### src/rtl/image_ram_read_arbiter_if.sv
// Bus bundle between the image RAM read arbiter, its three requesters and the
// image RAM read port.
//   req/req_addr/req_len : per-requester burst request, packed i*W +: W
//   gnt                  : one-hot burst-accepted pulse
//   ram_re/ram_addr      : image RAM read enable / address
//   ram_data             : image RAM read data (1-cycle latency)
//   rd_data/rd_valid     : returned word and one-hot owner tag
//   done                 : one-hot end-of-burst pulse
//   busy                 : a burst is being issued
// slave is the arbiter side; master is the requester/RAM side.
interface image_ram_read_arbiter_if #(
  parameter int unsigned ADDR_W = 19,
  parameter int unsigned DATA_W = 16,
  parameter int unsigned LEN_W  = 10,
  parameter int unsigned NREQ   = 3
);
  logic [NREQ-1:0]        req;
  logic [NREQ*ADDR_W-1:0] req_addr;
  logic [NREQ*LEN_W-1:0]  req_len;
  logic [NREQ-1:0]        gnt;
  logic                   ram_re;
  logic [ADDR_W-1:0]      ram_addr;
  logic [DATA_W-1:0]      ram_data;
  logic [DATA_W-1:0]      rd_data;
  logic [NREQ-1:0]        rd_valid;
  logic [NREQ-1:0]        done;
  logic                   busy;

  modport slave (
    input  req, req_addr, req_len, ram_data,
    output gnt, ram_re, ram_addr, rd_data, rd_valid, done, busy
  );

  modport master (
    output req, req_addr, req_len, ram_data,
    input  gnt, ram_re, ram_addr, rd_data, rd_valid, done, busy
  );
endinterface

### src/rtl/image_ram_read_arbiter.sv
// Round-robin burst arbiter for the single read port of the image RAM.
// Three requesters post (start address, word count); one burst is granted at a
// time and issued one word per cycle. Returned words are tagged with a one-hot
// owner and the last one carries a done pulse.
// Ports:
//   clk   : clock, all logic on posedge
//   reset : synchronous, active-high
//   bus   : image_ram_read_arbiter_if.slave (requests, grants, RAM port, return)
module image_ram_read_arbiter #(
  parameter int unsigned ADDR_W = 19,
  parameter int unsigned LEN_W  = 10,
  parameter int unsigned DEPTH  = 70800,
  parameter int unsigned NREQ   = 3
) (
  input logic                     clk,
  input logic                     reset,
  image_ram_read_arbiter_if.slave bus
);

  localparam int unsigned PtrW = (NREQ > 1) ? $clog2(NREQ) : 1;
  localparam logic [ADDR_W-1:0] DepthA = ADDR_W'(DEPTH);
  localparam logic [ADDR_W-1:0] LastA  = ADDR_W'(DEPTH - 1);

  typedef enum logic {StIdle, StIssue} state_e;

  state_e            state_q, state_d;
  logic [PtrW-1:0]   ptr_q, ptr_d;
  logic [ADDR_W-1:0] addr_q, addr_d;
  logic [LEN_W-1:0]  cnt_q, cnt_d;
  logic [NREQ-1:0]   owner_q, owner_d;
  logic [NREQ-1:0]   gnt_q, gnt_d;
  // zero-length grant waiting for its done pulse
  logic [NREQ-1:0]   zero_q, zero_d;
  // owner of the word on the RAM port this cycle; zero when the port is idle
  logic [NREQ-1:0]   re_owner_q, re_owner_d;
  logic              re_last_q, re_last_d;
  logic [ADDR_W-1:0] ram_addr_q, ram_addr_d;
  logic [NREQ-1:0]   rd_valid_q, rd_valid_d;
  logic [NREQ-1:0]   done_q, done_d;
  logic              busy_q, busy_d;

  logic              win_found;
  logic [PtrW-1:0]   win_idx;
  logic [PtrW-1:0]   cand;
  logic [NREQ-1:0]   win_oh;
  logic [ADDR_W-1:0] start_addr;
  logic [LEN_W-1:0]  start_len;

  always_comb begin
    win_found = 1'b0;
    win_idx   = '0;
    cand      = '0;
    for (int k = 0; k < int'(NREQ); k++) begin
      cand = PtrW'((int'(ptr_q) + k) % int'(NREQ));
      if (!win_found && bus.req[cand]) begin
        win_found = 1'b1;
        win_idx   = cand;
      end
    end
    win_oh     = NREQ'(1) << win_idx;
    start_addr = bus.req_addr[int'(win_idx)*ADDR_W +: ADDR_W];
    start_len  = bus.req_len[int'(win_idx)*LEN_W +: LEN_W];
  end

  always_comb begin
    state_d    = state_q;
    ptr_d      = ptr_q;
    addr_d     = addr_q;
    cnt_d      = cnt_q;
    owner_d    = owner_q;
    gnt_d      = '0;
    zero_d     = '0;
    re_owner_d = '0;
    re_last_d  = 1'b0;
    ram_addr_d = ram_addr_q;
    busy_d     = 1'b0;
    rd_valid_d = re_owner_q;
    done_d     = zero_q | (re_last_q ? re_owner_q : '0);

    unique case (state_q)
      StIdle: begin
        // gnt_q blocks a second grant in the cycle right after a zero-length
        // grant, before the requester has had a chance to drop req.
        if (win_found && (gnt_q == '0)) begin
          gnt_d   = win_oh;
          owner_d = win_oh;
          addr_d  = (start_addr >= DepthA) ? (start_addr - DepthA) : start_addr;
          cnt_d   = start_len;
          ptr_d   = (win_idx == PtrW'(NREQ - 1)) ? '0 : (win_idx + 1'b1);
          if (start_len == '0) begin
            zero_d = win_oh;
          end else begin
            state_d = StIssue;
          end
        end
      end
      StIssue: begin
        re_owner_d = owner_q;
        ram_addr_d = addr_q;
        busy_d     = 1'b1;
        addr_d     = (addr_q == LastA) ? '0 : (addr_q + 1'b1);
        cnt_d      = cnt_q - 1'b1;
        if (cnt_q == LEN_W'(1)) begin
          re_last_d = 1'b1;
          state_d   = StIdle;
        end
      end
    endcase
  end

  always_ff @(posedge clk) begin
    if (reset) begin
      state_q    <= StIdle;
      ptr_q      <= '0;
      addr_q     <= '0;
      cnt_q      <= '0;
      owner_q    <= '0;
      gnt_q      <= '0;
      zero_q     <= '0;
      re_owner_q <= '0;
      re_last_q  <= 1'b0;
      ram_addr_q <= '0;
      rd_valid_q <= '0;
      done_q     <= '0;
      busy_q     <= 1'b0;
    end else begin
      state_q    <= state_d;
      ptr_q      <= ptr_d;
      addr_q     <= addr_d;
      cnt_q      <= cnt_d;
      owner_q    <= owner_d;
      gnt_q      <= gnt_d;
      zero_q     <= zero_d;
      re_owner_q <= re_owner_d;
      re_last_q  <= re_last_d;
      ram_addr_q <= ram_addr_d;
      rd_valid_q <= rd_valid_d;
      done_q     <= done_d;
      busy_q     <= busy_d;
    end
  end

  assign bus.gnt      = gnt_q;
  assign bus.ram_re   = |re_owner_q;
  assign bus.ram_addr = ram_addr_q;
  assign bus.rd_data  = bus.ram_data;
  assign bus.rd_valid = rd_valid_q;
  assign bus.done     = done_q;
  assign bus.busy     = busy_q;

endmodule

### src/flat_wrapper.sv
// flat-port wrapper written by rule: the top's interface ports become plain ports
module image_ram_read_arbiter_flat 
#(
  parameter int unsigned ADDR_W = 19,
  parameter int unsigned LEN_W  = 10,
  parameter int unsigned DEPTH  = 70800,
  parameter int unsigned NREQ   = 3
)
  (clk, reset, bus_req, bus_req_addr, bus_req_len, bus_ram_data, bus_gnt, bus_ram_re, bus_ram_addr, bus_rd_data, bus_rd_valid, bus_done, bus_busy);
  image_ram_read_arbiter_if #(.ADDR_W(ADDR_W), .DATA_W((16)), .LEN_W(LEN_W), .NREQ(NREQ)) bus_i ();
  input logic clk;
  input logic reset;
  input wire logic [$bits(bus_i.req)-1:0] bus_req;
  input wire logic [$bits(bus_i.req_addr)-1:0] bus_req_addr;
  input wire logic [$bits(bus_i.req_len)-1:0] bus_req_len;
  input wire logic [$bits(bus_i.ram_data)-1:0] bus_ram_data;
  output wire logic [$bits(bus_i.gnt)-1:0] bus_gnt;
  output wire logic [$bits(bus_i.ram_re)-1:0] bus_ram_re;
  output wire logic [$bits(bus_i.ram_addr)-1:0] bus_ram_addr;
  output wire logic [$bits(bus_i.rd_data)-1:0] bus_rd_data;
  output wire logic [$bits(bus_i.rd_valid)-1:0] bus_rd_valid;
  output wire logic [$bits(bus_i.done)-1:0] bus_done;
  output wire logic [$bits(bus_i.busy)-1:0] bus_busy;
  assign bus_i.req = bus_req;
  assign bus_i.req_addr = bus_req_addr;
  assign bus_i.req_len = bus_req_len;
  assign bus_i.ram_data = bus_ram_data;
  assign bus_gnt = bus_i.gnt;
  assign bus_ram_re = bus_i.ram_re;
  assign bus_ram_addr = bus_i.ram_addr;
  assign bus_rd_data = bus_i.rd_data;
  assign bus_rd_valid = bus_i.rd_valid;
  assign bus_done = bus_i.done;
  assign bus_busy = bus_i.busy;
  image_ram_read_arbiter #(.ADDR_W(ADDR_W), .LEN_W(LEN_W), .DEPTH(DEPTH), .NREQ(NREQ)) u_core (.clk(clk), .reset(reset), .bus(bus_i));
endmodule
### config.mk
export PLATFORM = sky130hd
export DESIGN_NAME = image_ram_read_arbiter_flat
export DESIGN_NICKNAME = d
export VERILOG_FILES = /design/src/rtl/image_ram_read_arbiter_if.sv /design/src/rtl/image_ram_read_arbiter.sv /design/src/flat_wrapper.sv
export SDC_FILE = /design/constraint.sdc
export NUM_CORES = 1
export LEC_CHECK = 0
export BUFFER_PORTS_ARGS = -buffer_cell sky130_fd_sc_hd__buf_2
export CORE_MARGIN = 2
export CORE_UTILIZATION = 47
export DETAILED_ROUTE_END_ITERATION = 7
export GPL_TIMING_DRIVEN = 1
export PLACE_DENSITY = 0.79
export SYNTH_ARGS = -nofsm -noshare
export SYNTH_HDL_FRONTEND = slang
export SYNTH_SLANG_ARGS = --single-unit
export TNS_END_PERCENT = 50
### constraint.sdc
create_clock -name clk -period 4.5 [get_ports clk]
set_input_delay 0.675 -clock clk [delete_from_list [all_inputs] [get_ports clk]]
set_output_delay 0.675 -clock clk [all_outputs]
set_load 0.01 [all_outputs]
After elaboration in Yosys (flattened, before gate mapping)
Cells that the tools add are included.
W data, S select, Z words.
- add/subtract/negate cells: 6
- multipliers: 2
- div/mod/pow operators: 3
- $lt $le $gt $ge: 4
- eq/ne operators: 4
- shift operators: 3
- muxes and demuxes: 26
- bitwise operators: 4
- reductions and logical operators: 12
- operators with widths (cell ; count):
    $mod A32 B3 Y32 const B ; 2
    $mux W19 ; 3
    $shiftx A57 B8 Y19 ; 1
    $pmux W19 S2 ; 1
    $mod A3 B3 Y32 const B ; 1
    $shiftx A30 B7 Y10 ; 1
    $pmux W10 S2 ; 1
    $add A19 B1 Y19 const B ; 1
    $eq A19 B17 Y1 const B ; 1
    $ge A19 B17 Y1 const B ; 1
    $sub A19 B17 Y19 const B ; 1
    $mux W1 ; 11
    $eq A10 B1 Y1 const B ; 1
    $logic_not A10 Y1 ; 1
    $mux W10 ; 1
    $sub A10 B1 Y10 const B ; 1
    $lt A2 B3 Y1 const B ; 3
    $mux W2 ; 4
    $mul A2 B5 Y7 const B ; 1
    $bmux W1 S2 ; 3
    $reduce_or A3 Y1 ; 2
    $mul A2 B3 Y5 const B ; 1
    $reduce_or A4 Y1 ; 1
    $add A2 B1 Y3 const B ; 1
    14 further kinds ; 19
- bits in registers: 71
- input port bits: 108
- output and inout port bits: 46
- logic and storage cells: 77

Logic depth before layout (Yosys ltp)
- word-level depth: 16
- gate-level depth with buffers: 19
- mapped depth without buffers: 16

Least setup slack after synthesis
Ideal clock, no wire load.
- path kind: flip-flop to flip-flop
- from: reg, netlist name u_core.owner_q[0]
- to: reg u_core.addr_q[13]
- setup time: 0.074 ns
- data arrival time: 4.180 ns
- required time: 4.426 ns
- slack: 0.245 ns
- cell stages (with the launch flop): 19
- path buffers: 4
- clock period less this slack: 4.255 ns
- cells stage by stage: dfxtp_1 -> inv_1 -> ha_1 -> buf_2 -> mux2i_1 -> o21ai_1 -> o21a_1 -> buf_2 -> clkbuf_1 -> clkbuf_1 -> nor2_1 -> a31oi_1 -> ha_1 -> or4b_1 -> nor4_2 -> or3_2 -> nor2_2 -> or4b_1 -> a31oi_1
- RTL lines (what ; line ; RTL):
    to (signal assigned) ; image_ram_read_arbiter.sv:129 ; addr_q <= addr_d;
    to (decl) ; image_ram_read_arbiter.sv:28 ; logic [ADDR_W-1:0] addr_q, addr_d;

==> results.py <==
metrics = {
    "timing": {
        "tns_ps": 0,
        "rsz0062_at_grt": "false",
        "final.period_utilization_pct": 92.3,
        "max-slew-margin-rel_pct": 36.0,
        "worst_pin_slew_ps": 956,
        "finalHoldViolCount": 0,
        "setup_viol": 0,
        "fmax_mhz": 241,
        "slew_violations": 0,
        "finalClockSkew_ps": 9.75,
        "fin_crit_ps": 4150,
        "setup_ws_ps": 345,
    },
    "power_and_ir_drop": {
        "seq_power_share_pct": 17.6,
        "intPower_mw": 2.52,
        "combPwrFrac_pct": 72.7,
        "p_leak_nw": 2.55,
        "switching_power_mw": 2.62,
        "swShare_pct": 51.0,
        "ir_worst_vdd_mv": 0.374,
        "clkPwrFrac_pct": 9.7,
        "power_density_mw_per_mm2": 855,
    },
    "clocking": {
        "cts_sinks": 69,
        "cts_tree": "done",
        "worstSkewPairLatency_ps": 340,
        "cts.htree.levels": 3,
        "cts_buffers": 9,
        "cts.clk_slew.worst_paths_ps": 70,
        "cts-root-buf": "clkbuf_8",
        "cts_buffer_depth": 2,
        "ctsHoldBuffers": 0,
        "cts_setup_buffers": 0,
    },
    "worst_setup_path": {
        "crit_path_cell_trace": "inv_1 -> ha_2 -> buf_4 -> a21bo_1 -> a221o_1 -> o21a_1 -> buf_12 -> a221oi_1 -> o21ai_0 -> o22ai_1 -> a31oi_1 -> or3_2 -> o21ai_0 -> nand2_1 -> a211oi_1",
        "max_stage_delay_ps": 530,
        "cp_num_cells": 15,
        "r2r-start": "u_core.owner_q[0]",
        "crit_end": "u_core.addr_q[10]",
        "crit_buf_inv": 3,
        "start_kind": "register",
        "startpoint": "u_core.owner_q[0]",
        "cpMostUsedCell": "o21ai_0",
        "arrival_ps": 4400,
        "worst-setup-path-type": "reg2reg",
        "critPathCaptureType": "register",
        "reg2regPathDepth": 15,
        "slowest_stage": "or3_2",
        "worst-r2r-setup-slack_ps": 350,
        "crit_family": "compound AO/OA/AOI/OAI gates",
        "critPathMaxFanout": 10,
        "worst_r2r_endpoint": "u_core.addr_q[10]",
        "cp_data_required_time_ps": 4750,
    },
    "logic_synthesis": {
        "synth_cell_type_count": 70,
        "synth.cell_area_sq_mm": 0.00502,
        "synth_area_leader_cell": "dfxtp_1",
        "yosys_most_used_dff": "dfxtp_1",
        "ys_async_sr_fraction_pct": 0,
        "synthCells": 669,
        "ys_ff_latch": 69,
        "yosysWarnings": 0,
        "synth_edf_count": 0,
        "ys_seq_area_share_pct": 27.5,
        "yosys-top-cells-area": "dfxtp_1, mux2i_1, nor2_1",
        "synthesis.nets": 786,
        "yosys.area.top_type_share_pct": 27.5,
        "avgSynthCellArea_sq_um": 7.50,
    },
    "layout": {
        "nets": 893,
        "drive_gt1_share_pct": 24.1,
        "final_util_pct": 58.2,
        "syn2layout_area_growth_pct": 19.6,
        "fill_cells": 970,
        "n_antenna_cell": 0,
    },
    "global_route": {
        "grt_start_max_net_pins": 41,
        "first_global_vias": 5238,
        "grt_usage_pct": 29.4,
        "gr-total-overflow": 0,
        "grt_pass1_wl_mm": 26.8,
        "antenna_found_initial": 0,
    },
    "floorplanning": {
        "core-area_sq_mm": 0.0103,
        "die-area_sq_mm": 0.0115,
        "rows": 37,
        "start_util_pct": 48.6,
        "chipHeight_um": 107,
        "die_w_um": 107,
        "num_io_pins": 154,
    },
    "job": {
        "maxCapViolations": 0,
    },
    "detailed_routing": {
        "wl_per_cell_um": 18.4,
        "first_iter_violations": 586,
        "drc": 0,
        "ant_nets": 0,
        "vias_per_cell": 6.23,
        "drt_pre_antenna_iters": 6,
        "drt-total-wl_mm": 16.9,
        "vias": 5708,
    },
    "place": {
        "dp_slack_ps": 250,
        "portBuffers": 121,
        "gp_congestion": 0.975,
        "hpwl_mm": 13.2,
    },
    "outcome": {
        "outcome": "complete, no violations",
    },
    "min_path": {
        "min_path_type": "reg2reg",
    },
}
==> cell usage in the layout (no fill, tap or decap), types with 11 or more instances in the layout <==
cell / synthesis / final
mux2i_1: 32 / 32
buf_4: 16 / 33
clkbuf_8: 0 / 11
a211oi_1: 16 / 16
inv_1: 16 / 16
nor3_1: 15 / 15
nand2_1: 60 / 60
a31oi_1: 33 / 31
buf_2: 10 / 121
nand3_1: 29 / 29
dfxtp_1: 69 / 69
o21ai_0: 35 / 35
and3_1: 16 / 16
a21oi_1: 38 / 38
nor2_1: 74 / 74
==> synth_stat cells (9+ instances only) <==
master    count
dfxtp_1      69
clkbuf_1     29
o21ai_0      35
nand2_1      60
ha_1          9
a31oi_1      33
a221oi_1     10
buf_2        10
and3_1       16
nand3_1      29
a21oi_1      38
o211ai_1     10
inv_1        16
a211oi_1     16
mux2i_1      32
nor3_1       15
nor2_1       74
buf_4        16
==> cell type report <==
cell class,count,area (sq um),share of cell area [%]
Inverter,16,60.1,1.00
Multi-Input combinational cell,524,3310,55.1
Clock buffer,14,163,2.71
Tap cell,136,170,2.83
Clock inverter,1,30.0,0.500
Sequential cell,69,1380,23.0
Timing Repair Buffer,156,893,14.9
==> worst min-delay path by stage <==
| stage | cells past startpoint | start | to |
|---|---|---|---|
| floorplan | 2 | u_core.zero_q[0] | u_core.bus.done[0] |
| global placement | 2 | u_core.zero_q[1] | u_core.bus.done[1] |
| detailed placement | 2 | u_core.zero_q[0] | u_core.bus.done[0] |
| CTS | 2 | u_core.zero_q[0] | u_core.bus.done[0] |
| global route | 2 | u_core.zero_q[1] | u_core.bus.done[1] |
| finish | 2 | u_core.zero_q[0] | u_core.bus.done[0] |
==> tightest hold or removal path, stage by stage (launching register included) <==
cell,delay [ps]
dfxtp_1,300
a21oi_1,40
nor2_1,70
==> per-stage QoR <==
stage          hold slack (ps)  total power, mW  instance area, sq um  instances
2_1_floorplan              413             3.39                  5020        669
4_1_cts                    445             5.04                  5980        916
3_3_place_gp               423             4.45                  5780        901
6_report                   449             5.13                  6000        916
5_1_grt                    480             5.52                  6000        916
3_5_place_dp               436             4.52                  5780        901
==> metal layers <==
metal | routed length, um | GRT usage, % | part of all wire, % | up-vias
li1 | - | - | - | 2703
met1 | 7130 | 39.0 | 42 | 2637
met2 | 7610 | 47.0 | 45 | 320
met3 | 1590 | 5.69 | 9.4 | 48
met4 | 543 | 11.7 | 3.2 | 0
met5 | 0 | 0 | 0 | -
==> sequential cells by signal (all words and copies together), names as in the netlist, 2 cells and up <==
name and cells:
u_core.bus.ram_addr 19, u_core.zero_q 3, u_core.bus.done 3, u_core.rd_valid_d 3, u_core.cnt_q 10, u_core.owner_q 2, u_core.bus.rd_valid 3, u_core.bus.gnt 3
u_core.addr_q 19
==> power groups by stage <==
stage	combinational, mW	sequential [mW]	clock (mW)
6_report	3.73	0.903	0.500
4_1_cts	3.63	0.897	0.506
2_1_floorplan	2.51	0.880	0
3_3_place_gp	3.56	0.900	0
5_1_grt	4.07	0.922	0.536
3_5_place_dp	3.61	0.910	0
==> logic make-up (layout without fill, tap and decap cells) <==
group,count (synthesis),in the layout,share of synthesized area (%)
compound gates,207,207,27.9
xor+xnor,14,14,2.44
fa+ha+maj,9,9,2.24
buf+inv,76,187,7.13
flops,69,69,27.5
mux,35,35,7.16
simple gates,259,259,25.6
==> repair_timing <==
action	in CTS	in global routing
endpoints found under the hold margin	0	0
endpoints found under the setup margin	0	12
resized for setup	0	5
(Power assumes the default switching activity.)
